<file path="src/rtl/hiscore_ram_arbiter.sv">
// Arbitrates the single-port game work RAM between the CPU core and the hiscore
// save/restore engine, sequencing the CPU pause handshake around each session.
module hiscore_ram_arbiter #(
  parameter int AW      = 16,
  parameter int DW      = 8,
  parameter int RD_LAT  = 1,
  parameter int SETTLE  = 4,
  parameter int TIMEOUT = 1023
) (
  input  logic          clk,
  input  logic          reset_n,
  input  logic [AW-1:0] cpu_addr,
  input  logic [DW-1:0] cpu_wdata,
  input  logic          cpu_we,
  output logic [DW-1:0] cpu_rdata,
  input  logic          hs_req,
  output logic          hs_gnt,
  input  logic          hs_valid,
  input  logic [AW-1:0] hs_addr,
  input  logic [DW-1:0] hs_wdata,
  input  logic          hs_we,
  output logic          hs_rvalid,
  output logic [DW-1:0] hs_rdata,
  output logic          pause_req,
  input  logic          cpu_paused,
  output logic [AW-1:0] ram_addr,
  output logic [DW-1:0] ram_wdata,
  output logic          ram_we,
  input  logic [DW-1:0] ram_rdata,
  output logic          timeout_err,
  output logic [1:0]    dbg_state
);

  typedef enum logic [1:0] {
    S_IDLE       = 2'd0,
    S_PAUSE_WAIT = 2'd1,
    S_GRANT      = 2'd2,
    S_RELEASE    = 2'd3
  } state_t;

  localparam int SW = $clog2(SETTLE + 1);

  state_t          state_q, state_d;
  logic            pause_req_q, pause_req_d;
  logic            hs_gnt_q, hs_gnt_d;
  logic            timeout_err_q, timeout_err_d;
  logic            armed_q, armed_d;
  logic            idle_hold_q, idle_hold_d;
  logic [SW-1:0]   settle_q, settle_d;
  logic [9:0]      tmo_q, tmo_d;
  logic [RD_LAT-1:0] rd_pipe_q, rd_pipe_d;
  logic [DW-1:0]   rdata_hold_q, rdata_hold_d;
  logic            rd_issue;

  // Handshake: hs_req is held for a whole session; hs_gnt says the engine owns
  // the RAM, and while it does each cycle with hs_valid=1 is exactly one access.
  assign rd_issue    = (state_q == S_GRANT) & hs_valid & ~hs_we;

  assign hs_gnt      = hs_gnt_q;
  assign pause_req   = pause_req_q;
  assign timeout_err = timeout_err_q;
  assign dbg_state   = state_q;
  assign cpu_rdata   = ram_rdata;
  assign hs_rvalid   = rd_pipe_q[RD_LAT-1];
  // Returned data follows the RAM on the valid cycle and holds otherwise.
  assign hs_rdata    = hs_rvalid ? ram_rdata : rdata_hold_q;

  always_comb begin
    ram_addr  = cpu_addr;
    ram_wdata = cpu_wdata;
    ram_we    = cpu_we;
    if (state_q == S_GRANT) begin
      ram_addr  = hs_addr;
      ram_wdata = hs_wdata;
      ram_we    = hs_valid & hs_we;
    end
  end

  always_comb begin
    state_d       = state_q;
    pause_req_d   = pause_req_q;
    hs_gnt_d      = hs_gnt_q;
    timeout_err_d = timeout_err_q;
    armed_d       = armed_q;
    idle_hold_d   = 1'b0;
    settle_d      = settle_q;
    tmo_d         = tmo_q;
    rd_pipe_d     = (rd_pipe_q << 1) | RD_LAT'(rd_issue);
    rdata_hold_d  = hs_rvalid ? ram_rdata : rdata_hold_q;

    case (state_q)
      S_IDLE: begin
        settle_d = '0;
        tmo_d    = '0;
        if (!hs_req) begin
          armed_d = 1'b1;
        end else if (armed_q && !idle_hold_q) begin
          state_d     = S_PAUSE_WAIT;
          pause_req_d = 1'b1;
        end
      end
      S_PAUSE_WAIT: begin
        if (!hs_req) begin
          state_d     = S_IDLE;
          pause_req_d = 1'b0;
        end else if (cpu_paused && settle_q == SW'(SETTLE - 1)) begin
          state_d  = S_GRANT;
          hs_gnt_d = 1'b1;
        end else if (tmo_q == 10'(TIMEOUT - 1)) begin
          // A timed-out request stays dead until hs_req has been seen low.
          state_d       = S_IDLE;
          pause_req_d   = 1'b0;
          timeout_err_d = 1'b1;
          armed_d       = 1'b0;
        end else begin
          settle_d = cpu_paused ? settle_q + SW'(1) : '0;
          tmo_d    = tmo_q + 10'd1;
        end
      end
      S_GRANT: begin
        if (!hs_req) begin
          state_d  = S_RELEASE;
          hs_gnt_d = 1'b0;
        end
      end
      S_RELEASE: begin
        // Hold the CPU paused until the last outstanding read has been delivered.
        if (rd_pipe_d == '0) begin
          state_d     = S_IDLE;
          pause_req_d = 1'b0;
          idle_hold_d = 1'b1;
        end
      end
      default: state_d = S_IDLE;
    endcase
  end

  always_ff @(posedge clk or negedge reset_n) begin
    if (!reset_n) begin
      state_q       <= S_IDLE;
      pause_req_q   <= 1'b0;
      hs_gnt_q      <= 1'b0;
      timeout_err_q <= 1'b0;
      armed_q       <= 1'b1;
      idle_hold_q   <= 1'b0;
      settle_q      <= '0;
      tmo_q         <= '0;
      rd_pipe_q     <= '0;
      rdata_hold_q  <= '0;
    end else begin
      state_q       <= state_d;
      pause_req_q   <= pause_req_d;
      hs_gnt_q      <= hs_gnt_d;
      timeout_err_q <= timeout_err_d;
      armed_q       <= armed_d;
      idle_hold_q   <= idle_hold_d;
      settle_q      <= settle_d;
      tmo_q         <= tmo_d;
      rd_pipe_q     <= rd_pipe_d;
      rdata_hold_q  <= rdata_hold_d;
    end
  end

endmodule

</file>
<file path="config.mk">
export PLATFORM = sky130hd
export DESIGN_NAME = hiscore_ram_arbiter
export DESIGN_NICKNAME = d
export VERILOG_FILES = /design/src/rtl/hiscore_ram_arbiter.sv
export SDC_FILE = /design/constraint.sdc
export NUM_CORES = 1
export LEC_CHECK = 0
export CAP_MARGIN = 30
export CORE_MARGIN = 5
export CORE_UTILIZATION = 42
export CTS_CLUSTER_DIAMETER = 40
export DETAILED_ROUTE_END_ITERATION = 12
export PLACE_DENSITY_LB_ADDON = 0.1
export SETUP_SLACK_MARGIN = 0.1
export SLEW_MARGIN = 20
export SYNTH_ARGS = -nofsm -noshare
export SYNTH_HDL_FRONTEND = slang
export SYNTH_SLANG_ARGS = --single-unit
</file>
<file path="constraint.sdc">
create_clock -name clk -period 4.8 [get_ports clk]
set_input_delay 0.72 -clock clk [delete_from_list [all_inputs] [get_ports clk]]
set_output_delay 0.72 -clock clk [all_outputs]
set_load 0.03 [all_outputs]
</file>
==> results.json <==
{
  "post_synth_num_cell_types": 47,
  "die_area_um2": 6053,
  "startpoint_type": "flip-flop",
  "fp.dieH_um": 77.80,
  "vias": 1736,
  "detail_route.wl_per_cell_um": 17.09,
  "synth_cells": 185,
  "largestRegisters": "tmo_q (10), rdata_hold_q (8), settle_q (3)",
  "die_width_um": 77.80,
  "max_flop_register": "tmo_q",
  "post_layout_nonfiller_instances": 340,
  "setup_violations": 0,
  "hold_buffers": 0,
  "number_of_nets_still_failing_antenna_checks_after_routing": 0,
  "core.rowCount": 24,
  "number_of_buffers_added_by_the_clock_tree_synthesis_step": 5,
  "post_cts_buffers": 0,
  "tritoncts_clock_tree": "yes",
  "path_max_fanout": 21,
  "nets": 358,
  "post_synthesis_cell_area_um2": 1931,
  "count_of_final_hold_check_violations": 0,
  "dp_hpwl_um": 4601,
  "wirelength_um": 5810,
  "worst_case_vdd_ir_drop_mv": 0.3654,
  "cts_max_level": 2,
  "globalplace.congestion": 0.8734,
  "power.leakage_nw": 1.317,
  "antenna_cells": 0,
  "finalClockSkew_ns": 0.002646,
  "grt_util_all_layers_pct": 18.92,
  "min-delay-path-class": "reg -> reg",
  "netlist_top_cells_count": "35 x sky130_fd_sc_hd__mux2_2, 28 x sky130_fd_sc_hd__dfrtp_1, 14 x sky130_fd_sc_hd__nand2_1",
  "async_flop_share_pct": 100.0,
  "vias_per_cell": 5.106,
  "critical_path.endpoint_type": "primary output",
  "p_per_cell_area_nw_per_um2": 332.7,
  "cap_viol_max_count": 0,
  "number_of_flip_flops_under_the_largest_register_name": 10,
  "grt_max_degree": 30,
  "count_of_pins_over_their_slew_limit": 0,
  "flip_flop_and_latch_count_after_synthesis": 29,
  "grt_pass1_wl_um": 9273,
  "count_of_tritonroute_iterations_in_the_first_routing_pass": 4,
  "placed_cells": 332,
  "outcome": "finished clean",
  "port_buffers": 109,
  "yosys_warnings": 0,
  "critical_path_required_ns": 4.08,
  "achievable-frequency_mhz": 284.1,
  "cts.clk_slew.worst_paths_ns": 0.06,
  "synthDominantAreaCellType": "sky130_fd_sc_hd__dfrtp_1",
  "first_global_vias": 1712,
  "post_route_setup_tns_ns": 0,
  "critPathMaxStageDelay_ns": 0.70,
  "cts_sinks": 29,
  "period_minus_slack_ns": 3.520,
  "worstSetupPathType": "reg -> out",
  "synth_area_leaders": "sky130_fd_sc_hd__dfrtp_1 36%, sky130_fd_sc_hd__mux2_2 20%, sky130_fd_sc_hd__ha_1 5.2%",
  "crit_arrival_ns": 2.80,
  "rsz0062_at_grt": "no",
  "synth_top_area_share_pct": 36.29,
  "antenna_violations_before_repair": 0,
  "syn-num-nets": 256,
  "yosysMostFrequentCell": "sky130_fd_sc_hd__mux2_2",
  "path_buf_inv": 3,
  "number_of_flops_mapped_to_enable_cells_by_yosys": 0,
  "cts_buffer_depth": 2,
  "critical_path.cell_chain": "inv_1 > ha_1 > buf_4 > mux2_2 > clkdlybuf4s50_1",
  "cts_repair_resize_count": 0,
  "cpLargestDelayFamily": "buffers and inverters",
  "final_layout_size_suffix_gt1_share_pct": 17.36,
  "drc_errors": 0,
  "drt_first_iter_violations": 128,
  "finalCritPeriodShare_pct": 73.34,
  "synth.avg_cell_area_um2": 10.44,
  "layout-area-overhead-vs-synth_pct": 61.70,
  "initial_utilization_pct": 43.74,
  "design.portCount": 110,
  "seq_area_frac_synth_pct": 37.65,
  "synth_top_flop_cell": "sky130_fd_sc_hd__dfrtp_1",
  "grt_remaining_overflow": 0,
  "critical-path-slowest-cell": "sky130_fd_sc_hd__ha_1",
  "cts.root.buffer_cell": "sky130_fd_sc_hd__clkbuf_8",
  "relSlewSlack_pct": 46.36,
  "worst-slew-pin-transition_ns": 0.8046,
  "insertion_delay_ns": 0.27,
  "floorplan.core_area_um2": 4414
}
power by group:
part | total (W) | switching, W | leakage (nW) | internal, W
combinational | 0.000470 | 0.000252 | 0.870 | 0.000218
clock | 0.000258 | 0.0000892 | 0.0585 | 0.000169
sequential | 0.000311 | 0.0000293 | 0.389 | 0.000281
per-layer routing:
layer  vias to the layer above  track usage [%]  wire length, um
li1                        869                -                -
met3                         8            5.440              361
met2                        59            31.97             3057
met5                         -                0                0
met4                         0            3.608               45
met1                       800            24.07             2346
per-stage QoR:
step / worst slack, ns / area (um2) / utilization, % / power (W) / hold WS, ns
global placement: 1.646 / 3005 / 68.08 / 0.0007764 / 0.4455
CTS: 1.262 / 3122 / 70.72 / 0.001048 / 0.4831
detailed placement: 1.558 / 3005 / 68.08 / 0.0007819 / 0.4652
floorplan: 2.100 / 1931 / - / 0.0006124 / 0.4244
global route: 1.124 / 3122 / 70.72 / 0.001105 / 0.5006
finish: 1.280 / 3122 / 70.72 / 0.001039 / 0.4897
final cells by class:
cell class | instances | area, um2
well taps | 52 | 65.06
clock buffers | 7 | 86.33
inverters | 7 | 26.28
fillers | 342 | 1292
repair buffers | 111 | 1106
clock inverters | 1 | 30.03
flip-flops and latches | 29 | 726.9
multi-input cells | 133 | 1081
worst paths after layout:
kind,start,end,slack [ns],cells after the start
max,dbg_state[0]$_DFFE_PN0P_,ram_addr[14],1.28,5
min,timeout_err$_DFFE_PN0P_,timeout_err$_DFFE_PN0P_,0.49,1
max reg2reg,flip-flop,settle_q[2]$_DFFE_PN0P_,2.67,5
min reg2reg,timeout_err$_DFFE_PN0P_,timeout_err$_DFFE_PN0P_,0.49,1
max in group asynchronous,reset_n,armed_q$_DFFE_PN1P_,3.66,2
min in group asynchronous,reset_n,tmo_q[8]$_DFFE_PN0P_,0.83,2
placed cells by master (no fill, tap or decap), types with 3 or more instances in the layout:
master / Yosys / routed
sky130_fd_sc_hd__nor3b_1: 3 / 3
sky130_fd_sc_hd__clkdlybuf4s50_1: 0 / 109
sky130_fd_sc_hd__inv_1: 7 / 7
sky130_fd_sc_hd__nand2b_1: 5 / 5
sky130_fd_sc_hd__nor2_1: 9 / 9
sky130_fd_sc_hd__mux2i_1: 5 / 5
sky130_fd_sc_hd__o21ai_0: 5 / 5
sky130_fd_sc_hd__ha_1: 8 / 8
sky130_fd_sc_hd__dfrtp_1: 28 / 28
sky130_fd_sc_hd__clkbuf_8: 0 / 6
sky130_fd_sc_hd__nand2_1: 14 / 14
sky130_fd_sc_hd__mux2_2: 35 / 35
sky130_fd_sc_hd__nand3_1: 7 / 7
sky130_fd_sc_hd__a21oi_1: 3 / 3
sky130_fd_sc_hd__and3_1: 3 / 3
cell families after synthesis:
| family | share of synthesized area [%] |
|---|---|
| muxes | 23.01 |
| buffers and inverters | 6.351 |
| adders and majority gates | 5.185 |
| AOI/OAI and AO/OA | 10.05 |
| DFF | 37.65 |
| and+or+nand+nor | 17.76 |
Power figures use the tool's default switching activity.
